## config.mk

```make
export PLATFORM = sky130hd
export DESIGN_NAME = vending_machine_gen
export DESIGN_NICKNAME = d
export VERILOG_FILES = /design/src/rtl/vending_machine_gen.sv
export SDC_FILE = /design/constraint.sdc
export NUM_CORES = 1
export LEC_CHECK = 0
export ABC_AREA = 1
export CORE_MARGIN = 2
export CORE_UTILIZATION = 65
export CTS_CLUSTER_DIAMETER = 120
export DETAILED_ROUTE_END_ITERATION = 8
export PLACE_DENSITY_LB_ADDON = 0.2
export SETUP_SLACK_MARGIN = 0.3
export SLEW_MARGIN = 20
export SYNTH_ARGS = -nofsm -noshare
export SYNTH_HDL_FRONTEND = slang
export SYNTH_SLANG_ARGS = --single-unit
```

## constraint.sdc

```tcl
create_clock -name CLK -period 8.24 [get_ports CLK]
set_clock_uncertainty 0.1 [all_clocks]
set_input_delay 1.648 -clock CLK [delete_from_list [all_inputs] [get_ports CLK]]
set_output_delay 1.648 -clock CLK [all_outputs]
set_load 0.02 [all_outputs]
```

## src/rtl/vending_machine_gen.sv

```systemverilog
`default_nettype none
// ============================================================================
// Module      : vending_machine_gen
// Description : Parametrised vending controller with an N_ROWS x N_COLS
//               selection grid, coin-credit accumulator, run-time
//               programmable per-item prices and per-item stock counters
//               with sold-out detection. It also provides a cancel/refund
//               path and a row-selection timeout. All outputs are registered.
// Ports       : CLK            - sole clock, rising edge
//               I_RESET        - synchronous active-high reset
//               I_COIN_VALID   - one-cycle coin strobe, value on I_COIN_VALUE
//               I_ROW / I_COL  - letter / digit buttons, lowest index wins
//               I_CANCEL       - refund request
//               I_ITEM_ADDR    - item targeted by price write / restock
//               I_PRICE_WE     - write I_PRICE_DATA into price[I_ITEM_ADDR]
//               I_RESTOCK      - reload stock[I_ITEM_ADDR] with INIT_STOCK
//               O_CREDIT       - accumulated credit
//               O_PRICE        - price of the item under evaluation
//               O_SEL          - index of the last vended item
//               O_SUCCESS      - pulse: item vended
//               O_CHANGE       - change/refund, qualified by O_CHANGE_VALID
//               O_SOLD_OUT     - pulse: selected item has zero stock
//               O_INSUFFICIENT - pulse: credit below price
//               O_COIN_RETURN  - pulse: coin rejected
// Revision    : 1.0 - initial release
// ============================================================================
module vending_machine_gen #(
  parameter int N_ROWS        = 4,
  parameter int N_COLS        = 4,
  parameter int PRICE_W       = 16,
  parameter int STOCK_W       = 4,
  parameter int DEFAULT_PRICE = 100,
  parameter int INIT_STOCK    = 2,
  parameter int MAX_CREDIT    = 9999,
  parameter int TIMEOUT_CYC   = 16,
  localparam int N_ITEMS      = N_ROWS * N_COLS,
  localparam int SEL_W        = (N_ITEMS > 1) ? $clog2(N_ITEMS) : 1
) (
  input  logic               CLK,
  input  logic               I_RESET,
  input  logic               I_COIN_VALID,
  input  logic [PRICE_W-1:0] I_COIN_VALUE,
  input  logic [N_ROWS-1:0]  I_ROW,
  input  logic [N_COLS-1:0]  I_COL,
  input  logic               I_CANCEL,
  input  logic [SEL_W-1:0]   I_ITEM_ADDR,
  input  logic               I_PRICE_WE,
  input  logic [PRICE_W-1:0] I_PRICE_DATA,
  input  logic               I_RESTOCK,
  output logic [PRICE_W-1:0] O_CREDIT,
  output logic [PRICE_W-1:0] O_PRICE,
  output logic [SEL_W-1:0]   O_SEL,
  output logic               O_SUCCESS,
  output logic [PRICE_W-1:0] O_CHANGE,
  output logic               O_CHANGE_VALID,
  output logic               O_SOLD_OUT,
  output logic               O_INSUFFICIENT,
  output logic               O_COIN_RETURN
);

  localparam int c_row_w = (N_ROWS > 1) ? $clog2(N_ROWS) : 1;
  localparam int c_col_w = (N_COLS > 1) ? $clog2(N_COLS) : 1;
  localparam int c_tmr_w = $clog2(TIMEOUT_CYC + 1);

  localparam logic [PRICE_W:0]    c_max_sum   = (PRICE_W + 1)'(MAX_CREDIT);
  localparam logic [PRICE_W-1:0]  c_price_rst = PRICE_W'(DEFAULT_PRICE);
  localparam logic [STOCK_W-1:0]  c_stock_rst = STOCK_W'(INIT_STOCK);
  localparam logic [c_tmr_w-1:0]  c_tmo_last  = c_tmr_w'(TIMEOUT_CYC - 1);

  typedef enum logic [2:0] {
    ST_IDLE   = 3'd0,
    ST_ROW    = 3'd1,
    ST_CHECK  = 3'd2,
    ST_VEND   = 3'd3,
    ST_CHANGE = 3'd4
  } state_t;

  // --------------------------------------------------------------------------
  // Registers
  // --------------------------------------------------------------------------
  state_t               r_state;
  logic [PRICE_W-1:0]   r_credit;
  logic [c_row_w-1:0]   r_row;
  logic [SEL_W-1:0]     r_idx;
  logic [c_tmr_w-1:0]   r_timer;
  logic [PRICE_W-1:0]   r_price_out;
  logic [SEL_W-1:0]     r_sel;
  logic [PRICE_W-1:0]   r_change;
  logic                 r_success;
  logic                 r_change_valid;
  logic                 r_sold_out;
  logic                 r_insufficient;
  logic                 r_coin_return;

  logic [PRICE_W-1:0]   r_price [N_ITEMS];
  logic [STOCK_W-1:0]   r_stock [N_ITEMS];

  // --------------------------------------------------------------------------
  // Combinational next-state values
  // --------------------------------------------------------------------------
  state_t               w_state_nxt;
  logic [PRICE_W-1:0]   w_credit_nxt;
  logic [c_row_w-1:0]   w_row_nxt;
  logic [SEL_W-1:0]     w_idx_nxt;
  logic [c_tmr_w-1:0]   w_timer_nxt;
  logic [PRICE_W-1:0]   w_price_out_nxt;
  logic [SEL_W-1:0]     w_sel_nxt;
  logic [PRICE_W-1:0]   w_change_nxt;
  logic                 w_success_nxt;
  logic                 w_change_valid_nxt;
  logic                 w_sold_out_nxt;
  logic                 w_insufficient_nxt;
  logic                 w_coin_return_nxt;

  logic                 w_row_hit;
  logic [c_row_w-1:0]   w_row_enc;
  logic                 w_col_hit;
  logic [c_col_w-1:0]   w_col_enc;
  logic [SEL_W-1:0]     w_new_idx;
  logic [PRICE_W-1:0]   w_new_price;
  logic [STOCK_W-1:0]   w_cur_stock;
  logic [PRICE_W:0]     w_coin_sum;
  logic                 w_coin_ok;
  logic                 w_cfg_en;
  logic                 w_vend_dec;

  // Button encoders: scanning from the top down leaves the lowest set bit.
  always_comb begin
    w_row_hit = |I_ROW;
    w_row_enc = '0;
    for (int i = N_ROWS - 1; i >= 0; i--) begin
      if (I_ROW[i]) w_row_enc = c_row_w'(i);
    end
  end

  always_comb begin
    w_col_hit = |I_COL;
    w_col_enc = '0;
    for (int i = N_COLS - 1; i >= 0; i--) begin
      if (I_COL[i]) w_col_enc = c_col_w'(i);
    end
  end

  // A column press always combines with the row already latched, never with
  // a row pressed in the same cycle.
  assign w_new_idx = SEL_W'(r_row) * SEL_W'(N_COLS) + SEL_W'(w_col_enc);

  // Table lookups as explicit muxes so out-of-range indices read as zero.
  always_comb begin
    w_new_price = '0;
    w_cur_stock = '0;
    for (int i = 0; i < N_ITEMS; i++) begin
      if (w_new_idx == SEL_W'(i)) w_new_price = r_price[i];
      if (r_idx == SEL_W'(i))     w_cur_stock = r_stock[i];
    end
  end

  // One extra bit so the credit + coin sum cannot wrap before the ceiling test.
  assign w_coin_sum = {1'b0, r_credit} + {1'b0, I_COIN_VALUE};
  assign w_coin_ok  = ((r_state == ST_IDLE) || (r_state == ST_ROW)) &&
                      (w_coin_sum <= c_max_sum);

  assign w_cfg_en   = (r_state == ST_IDLE);
  assign w_vend_dec = (r_state == ST_VEND);

  always_comb begin
    w_state_nxt        = r_state;
    w_credit_nxt       = r_credit;
    w_row_nxt          = r_row;
    w_idx_nxt          = r_idx;
    w_timer_nxt        = r_timer;
    w_price_out_nxt    = r_price_out;
    w_sel_nxt          = r_sel;
    w_change_nxt       = r_change;
    w_success_nxt      = 1'b0;
    w_change_valid_nxt = 1'b0;
    w_sold_out_nxt     = 1'b0;
    w_insufficient_nxt = 1'b0;
    w_coin_return_nxt  = 1'b0;

    if (I_COIN_VALID) begin
      if (w_coin_ok) begin
        w_credit_nxt = w_coin_sum[PRICE_W-1:0];
      end else begin
        w_coin_return_nxt = 1'b1;
      end
    end

    case (r_state)
      ST_IDLE: begin
        if (I_CANCEL) begin
          if (r_credit != '0) w_state_nxt = ST_CHANGE;
        end else if (w_row_hit) begin
          w_row_nxt   = w_row_enc;
          w_timer_nxt = '0;
          w_state_nxt = ST_ROW;
        end
      end

      ST_ROW: begin
        if (I_CANCEL) begin
          w_state_nxt = (r_credit != '0) ? ST_CHANGE : ST_IDLE;
        end else if (w_col_hit) begin
          w_idx_nxt       = w_new_idx;
          w_price_out_nxt = w_new_price;
          w_state_nxt     = ST_CHECK;
        end else if (w_row_hit) begin
          w_row_nxt   = w_row_enc;
          w_timer_nxt = '0;
        end else if (r_timer == c_tmo_last) begin
          // Abandon the row but keep the credit.
          w_timer_nxt = '0;
          w_state_nxt = ST_IDLE;
        end else begin
          w_timer_nxt = r_timer + c_tmr_w'(1);
        end
      end

      ST_CHECK: begin
        if (w_cur_stock == '0) begin
          w_sold_out_nxt = 1'b1;
          w_state_nxt    = ST_IDLE;
        end else if (r_credit < r_price_out) begin
          w_insufficient_nxt = 1'b1;
          w_state_nxt        = ST_IDLE;
        end else begin
          w_state_nxt = ST_VEND;
        end
      end

      ST_VEND: begin
        w_sel_nxt     = r_idx;
        w_success_nxt = 1'b1;
        w_credit_nxt  = r_credit - r_price_out;
        w_state_nxt   = ST_CHANGE;
      end

      ST_CHANGE: begin
        // Issued even for zero change so the hopper always sees a completion.
        w_change_nxt       = r_credit;
        w_change_valid_nxt = 1'b1;
        w_credit_nxt       = '0;
        w_price_out_nxt    = '0;
        w_state_nxt        = ST_IDLE;
      end

      default: begin
        w_state_nxt = ST_IDLE;
      end
    endcase
  end

  // --------------------------------------------------------------------------
  // State and datapath registers
  // --------------------------------------------------------------------------
  always_ff @(posedge CLK) begin
    if (I_RESET) begin
      r_state <= ST_IDLE;
    end else begin
      r_state <= w_state_nxt;
    end
  end

  always_ff @(posedge CLK) begin
    if (I_RESET) begin
      r_credit       <= '0;
      r_row          <= '0;
      r_idx          <= '0;
      r_timer        <= '0;
      r_price_out    <= '0;
      r_sel          <= '0;
      r_change       <= '0;
      r_success      <= 1'b0;
      r_change_valid <= 1'b0;
      r_sold_out     <= 1'b0;
      r_insufficient <= 1'b0;
      r_coin_return  <= 1'b0;
    end else begin
      r_credit       <= w_credit_nxt;
      r_row          <= w_row_nxt;
      r_idx          <= w_idx_nxt;
      r_timer        <= w_timer_nxt;
      r_price_out    <= w_price_out_nxt;
      r_sel          <= w_sel_nxt;
      r_change       <= w_change_nxt;
      r_success      <= w_success_nxt;
      r_change_valid <= w_change_valid_nxt;
      r_sold_out     <= w_sold_out_nxt;
      r_insufficient <= w_insufficient_nxt;
      r_coin_return  <= w_coin_return_nxt;
    end
  end

  // Price and stock tables. Configuration only lands in IDLE; the decrement
  // only happens in VEND, so the two never collide on one item.
  always_ff @(posedge CLK) begin
    for (int i = 0; i < N_ITEMS; i++) begin
      if (I_RESET) begin
        r_price[i] <= c_price_rst;
        r_stock[i] <= c_stock_rst;
      end else begin
        if (w_cfg_en && I_PRICE_WE && (I_ITEM_ADDR == SEL_W'(i))) begin
          r_price[i] <= I_PRICE_DATA;
        end
        if (w_cfg_en && I_RESTOCK && (I_ITEM_ADDR == SEL_W'(i))) begin
          r_stock[i] <= c_stock_rst;
        end else if (w_vend_dec && (r_idx == SEL_W'(i))) begin
          r_stock[i] <= r_stock[i] - STOCK_W'(1);
        end
      end
    end
  end

  assign O_CREDIT       = r_credit;
  assign O_PRICE        = r_price_out;
  assign O_SEL          = r_sel;
  assign O_SUCCESS      = r_success;
  assign O_CHANGE       = r_change;
  assign O_CHANGE_VALID = r_change_valid;
  assign O_SOLD_OUT     = r_sold_out;
  assign O_INSUFFICIENT = r_insufficient;
  assign O_COIN_RETURN  = r_coin_return;

endmodule
`default_nettype wire

```

# Yosys cells after proc, flatten, opt, wreduce, memory -nomap -nowiden
# Memory sizes are Yosys's and may differ from the RTL's.
# Cells that the tools add are included.
# totals
reg_bits	71
ram_bits	320
in_bits	50
wordCells	504
memories	2
# mem_list
memory	depth	word_bits	read_ports	rd_clocked_by_memory_dff	write_ports	line	rtl
r_price	16	16	16	0	16	95	logic [PRICE_W-1:0] r_price [N_ITEMS];
r_stock	16	4	16	0	16	96	logic [STOCK_W-1:0] r_stock [N_ITEMS];
# classes
n_addsub	20
magnitude_cmp	2
eq_ne	59
mux	284
n_bitwise	51
reduce_logical	73
# op_table
op	count
$mux 16	36
$mux 4	48
$mux 1	167
$eq 4x4->1 const B	24
$pmux 16 s2	2
$sub 4x1->4 const B	16
$logic_and 1x1->1	51
$eq 4x3->1 const B	12
$or 1x1->1	48
$mux 5	6
$mux 2	14
$eq 4x2->1 const B	6
$mux 3	8
$add 16x16->17	1
$le 17x14->1 const B	1
$logic_not 4->1	4
$lt 16x16->1	1
$reduce_bool 16->1	1
$sub 16x16->16	1
$eq 4x1->1 const B	3
$pmux 3 s4	1
$ne 2x2->1 const B	5
$pmux 5 s2	1
$reduce_and 4->1	2
other kinds (22)	30

# Depth between registers and ports, before layout
# logic_depth
depth_word	25
depth_mapped	21

# Worst setup path before layout
# OpenSTA, ideal clock, no wires.
# synth_path
path_kind	input -> register
from	in I_PRICE_WE
to	mem r_price[0][0] (enable)
arrival_ps	3294
t_required_ps	7729
slack_ps	4434
path_stages	4
path_cell_list	nand2_1 clkbuf_1 clkbuf_1 o21ai_0
# synth_rtl
element	line	rtl
start, declared	47	input logic I_PRICE_WE,
end, declared	95	

# Final worst setup path
# layout_path
from	in I_COL[1]
to	reg r_price_out[0], in the netlist O_PRICE[0]
# layout_between
elab_chain_cells	23
elab_cells_between_ends	41
# layout_rtl
element	line	rtl
start, declared	44	input logic [N_COLS-1:0] I_COL,
$mux 2 (2 in a row)	140	if (I_COL[i]) w_col_enc = c_col_w'(i);
$add 4x2->4	146	assign w_new_idx = SEL_W'(r_row) * SEL_W'(N_COLS) + SEL_W'(w_col_enc);
$logic_not 4->1	153	if (w_new_idx == SEL_W'(i)) w_new_price = r_price[i];
$mux 16 (16 in a row)	153	
$mux 16	203	end else if (w_col_hit) begin
$mux 16	201	if (I_CANCEL) begin
$pmux 16 s2	189	case (r_state)
end signal, assigned	283	r_price_out <= w_price_out_nxt;
end, declared	86	logic [PRICE_W-1:0] r_price_out;
# Parallel ways exist; a longest one is shown, timed or not. The select of a mux whose other input is x is not followed.
# A chain may end at the register's enable or synchronous reset.

==> metrics.txt <==
outcome=finished, final reports clean; Data required, critical path=8530 ps; critical path, cell by cell=clkdlybuf4s50_1, nor2_1, nand3_1, o21ai_0, nand3_1, nor2_1, nand2_1, o21bai_1, nand3_1, nand2_1, nand4_1, nand2_1, a21oi_1; CTS H-tree depth=2; most common library cell in the layout ignoring fill and taps=nand2_1; layout cells sized above 1=5.04%; CP peak stage delay=800 ps; clk buf depth=3; wire length per cell=18.1 microns; Cell Count Post-Placement=2700; ys async rst share=0%; # diodes=0; Cell Pwr Density=256 nW/um^2; Clock Tree Root=clkbuf_16; FF+latch count, synth=391; Worst setup EP type=flip-flop; Hold Slack=360 ps; Ys Warns=0; GP Congestion=0.943; Area Overhead vs Synth=13.6%; vias=16000; All-Layer GR Usage=32.0%; final non-filler cell total=2773; Antenna Violating Nets Remaining=0; Leakage Power=8.85 nW; Net Count, Synth=2357; full die area=31500 sq um; Buf/Inv on CP=1; DRC violations left=0; fin nets=2453; Critical Path Fanout Max=27; post-layout power=5.69 mW; synthesized cell area=19600 sq um; Pre-antenna DRT Iters=6; Slew headroom=28.9%; Seq/Total Area, Yosys=56.4%; site row count=63; Post-Layout Inst Area=22200 sq um; main flop type after synthesis=edfxtp_1; TritonCTS buffer count=40; Synth Instances=2256; CP startpoint kind=input port; Final period util=54.8%; commonest cells after routing, fill and taps aside=nand2_1 (479), nor2_1 (472), edfxtp_1 (320); dpl ws=3220 ps; first-pass GRT wire length=78.3 mm; fin crit period=4510 ps; clock-pin slew on the worst setup and hold paths=60 ps; initial antenna violation count=0; grt total ovfl=0; # setup viols final=0; die height=177 microns; maximum VDD drop=0.191 mV; setup TNS=0 ps; number of global-route vias before repair=15500; number of max-cap violations=0; Arr. time, crit path=4800 ps; Initial Util=66.0%; WL final=50.1 mm; Core Region=29600 sq um; CP Class=in2reg; IO Port Bufs=106; largest net degree at the start of global routing=44; Hold Buf Count CTS=0; Die W=177 microns; EDFF count, synth=320; Avg Inst Size Synth=8.67 sq um; final worst slack=3730 ps; drt first-iter violations=1652; Post-CTS Setup Bufs=0; CTS tree=done; RSZ-0062 raised after global routing=false; Slew Limit Fails=0; I/O pin count=107; cts repair resizes=0; worst slew pin tran=1060 ps; clk_lat worst skew=530 ps; Netlist cell types=45; CP max stage cell=nand3_1; Hold Crit Class=reg2reg; clk sink count=391; Core Util, Final=75.0%; placed inst area=21000 sq um; hpwl dp=35.6 mm; via/cell ratio=5.76; Layout fillers=2167; final hold vios=0; Top Family by Delay on Critical Path=simple AND/OR/NAND/NOR gates; Fmax achieved=222 MHz
-- layer usage --
layer  GRT usage, %  routed length [microns]  up-vias
met5              0                        0        -
met4           15.3                     2110        0
met3           4.05                     3890      150
met2           54.2                    24500      770
met1           40.9                    19500     7479
li1               -                        -     7574
-- sequential cells by signal (all words and copies together), names as in the netlist --
name,flops
r_price,256
r_stock,64
O_CHANGE,16
O_CREDIT,16
O_PRICE,16
r_timer,5
O_SEL,4
r_idx,4
r_state,3
r_row,2
O_CHANGE_VALID,1
O_COIN_RETURN,1
O_INSUFFICIENT,1
O_SOLD_OUT,1
O_SUCCESS,1
-- where the power goes --
part	internal [mW]	leakage [nW]	total [mW]	switching (mW)
Combinational	0.568	4.60	1.60	1.03
Clock	0.957	0.588	1.71	0.751
Sequential	2.26	3.67	2.38	0.121
Total	3.78	8.85	5.69	1.91
-- path summary, 6_finish.rpt --
kind / startpoint / to / slack [ps] / cells past startpoint
setup / recovery: I_COL[1] / O_PRICE[0] / 3730 / 13
hold / removal: r_timer[4] / r_timer[4] / 360 / 2
setup reg to reg: r_row[0] / O_PRICE[0] / 4880 / 12
hold reg to reg: r_timer[4] / r_timer[4] / 360 / 2
-- layout make-up --
type,count,area [sq um],area share (%)
timing repair buffer,134,1270,5.70
inverter,282,1060,4.76
tap,390,488,2.19
clock buffer,45,1020,4.59
multi-input combinational,1503,7170,32.2
clock inverter,28,204,0.917
sequential,391,11000,49.6
-- cells in the mapped netlist, drive strengths merged (10+ instances only) --
master  instances  area [sq um]
nor2          481          1820
xor2           14           123
o21ai          84           424
inv           281          1050
or2            10          62.6
nand3          74           375
edfxtp        320          9610
o211ai         19           143
nand4          51           334
xnor2          32           280
ha             49           613
a21oi         111           563
dfxtp          71          1420
nor3           61           310
nand2         482          1820
clkbuf         73           274
-- cells by family (layout without fill, tap and decap cells) --
kind of cell | Yosys count | count (layout) | synth area share (%)
and+or+nand+nor | 1162 | 1162 | 24.2
DFF | 391 | 391 | 56.4
buffers and inverters | 362 | 489 | 7.05
AOI/OAI and AO/OA | 244 | 244 | 6.92
adders and majority gates | 51 | 51 | 3.34
xor gates and xnor gates | 46 | 46 | 2.06
-- worst min-delay path: stages (launching register included) --
cell	delay, ps
dfxtp_1	320
nand2_1	70
a21oi_1	40
Power figures use the tool's default switching activity.
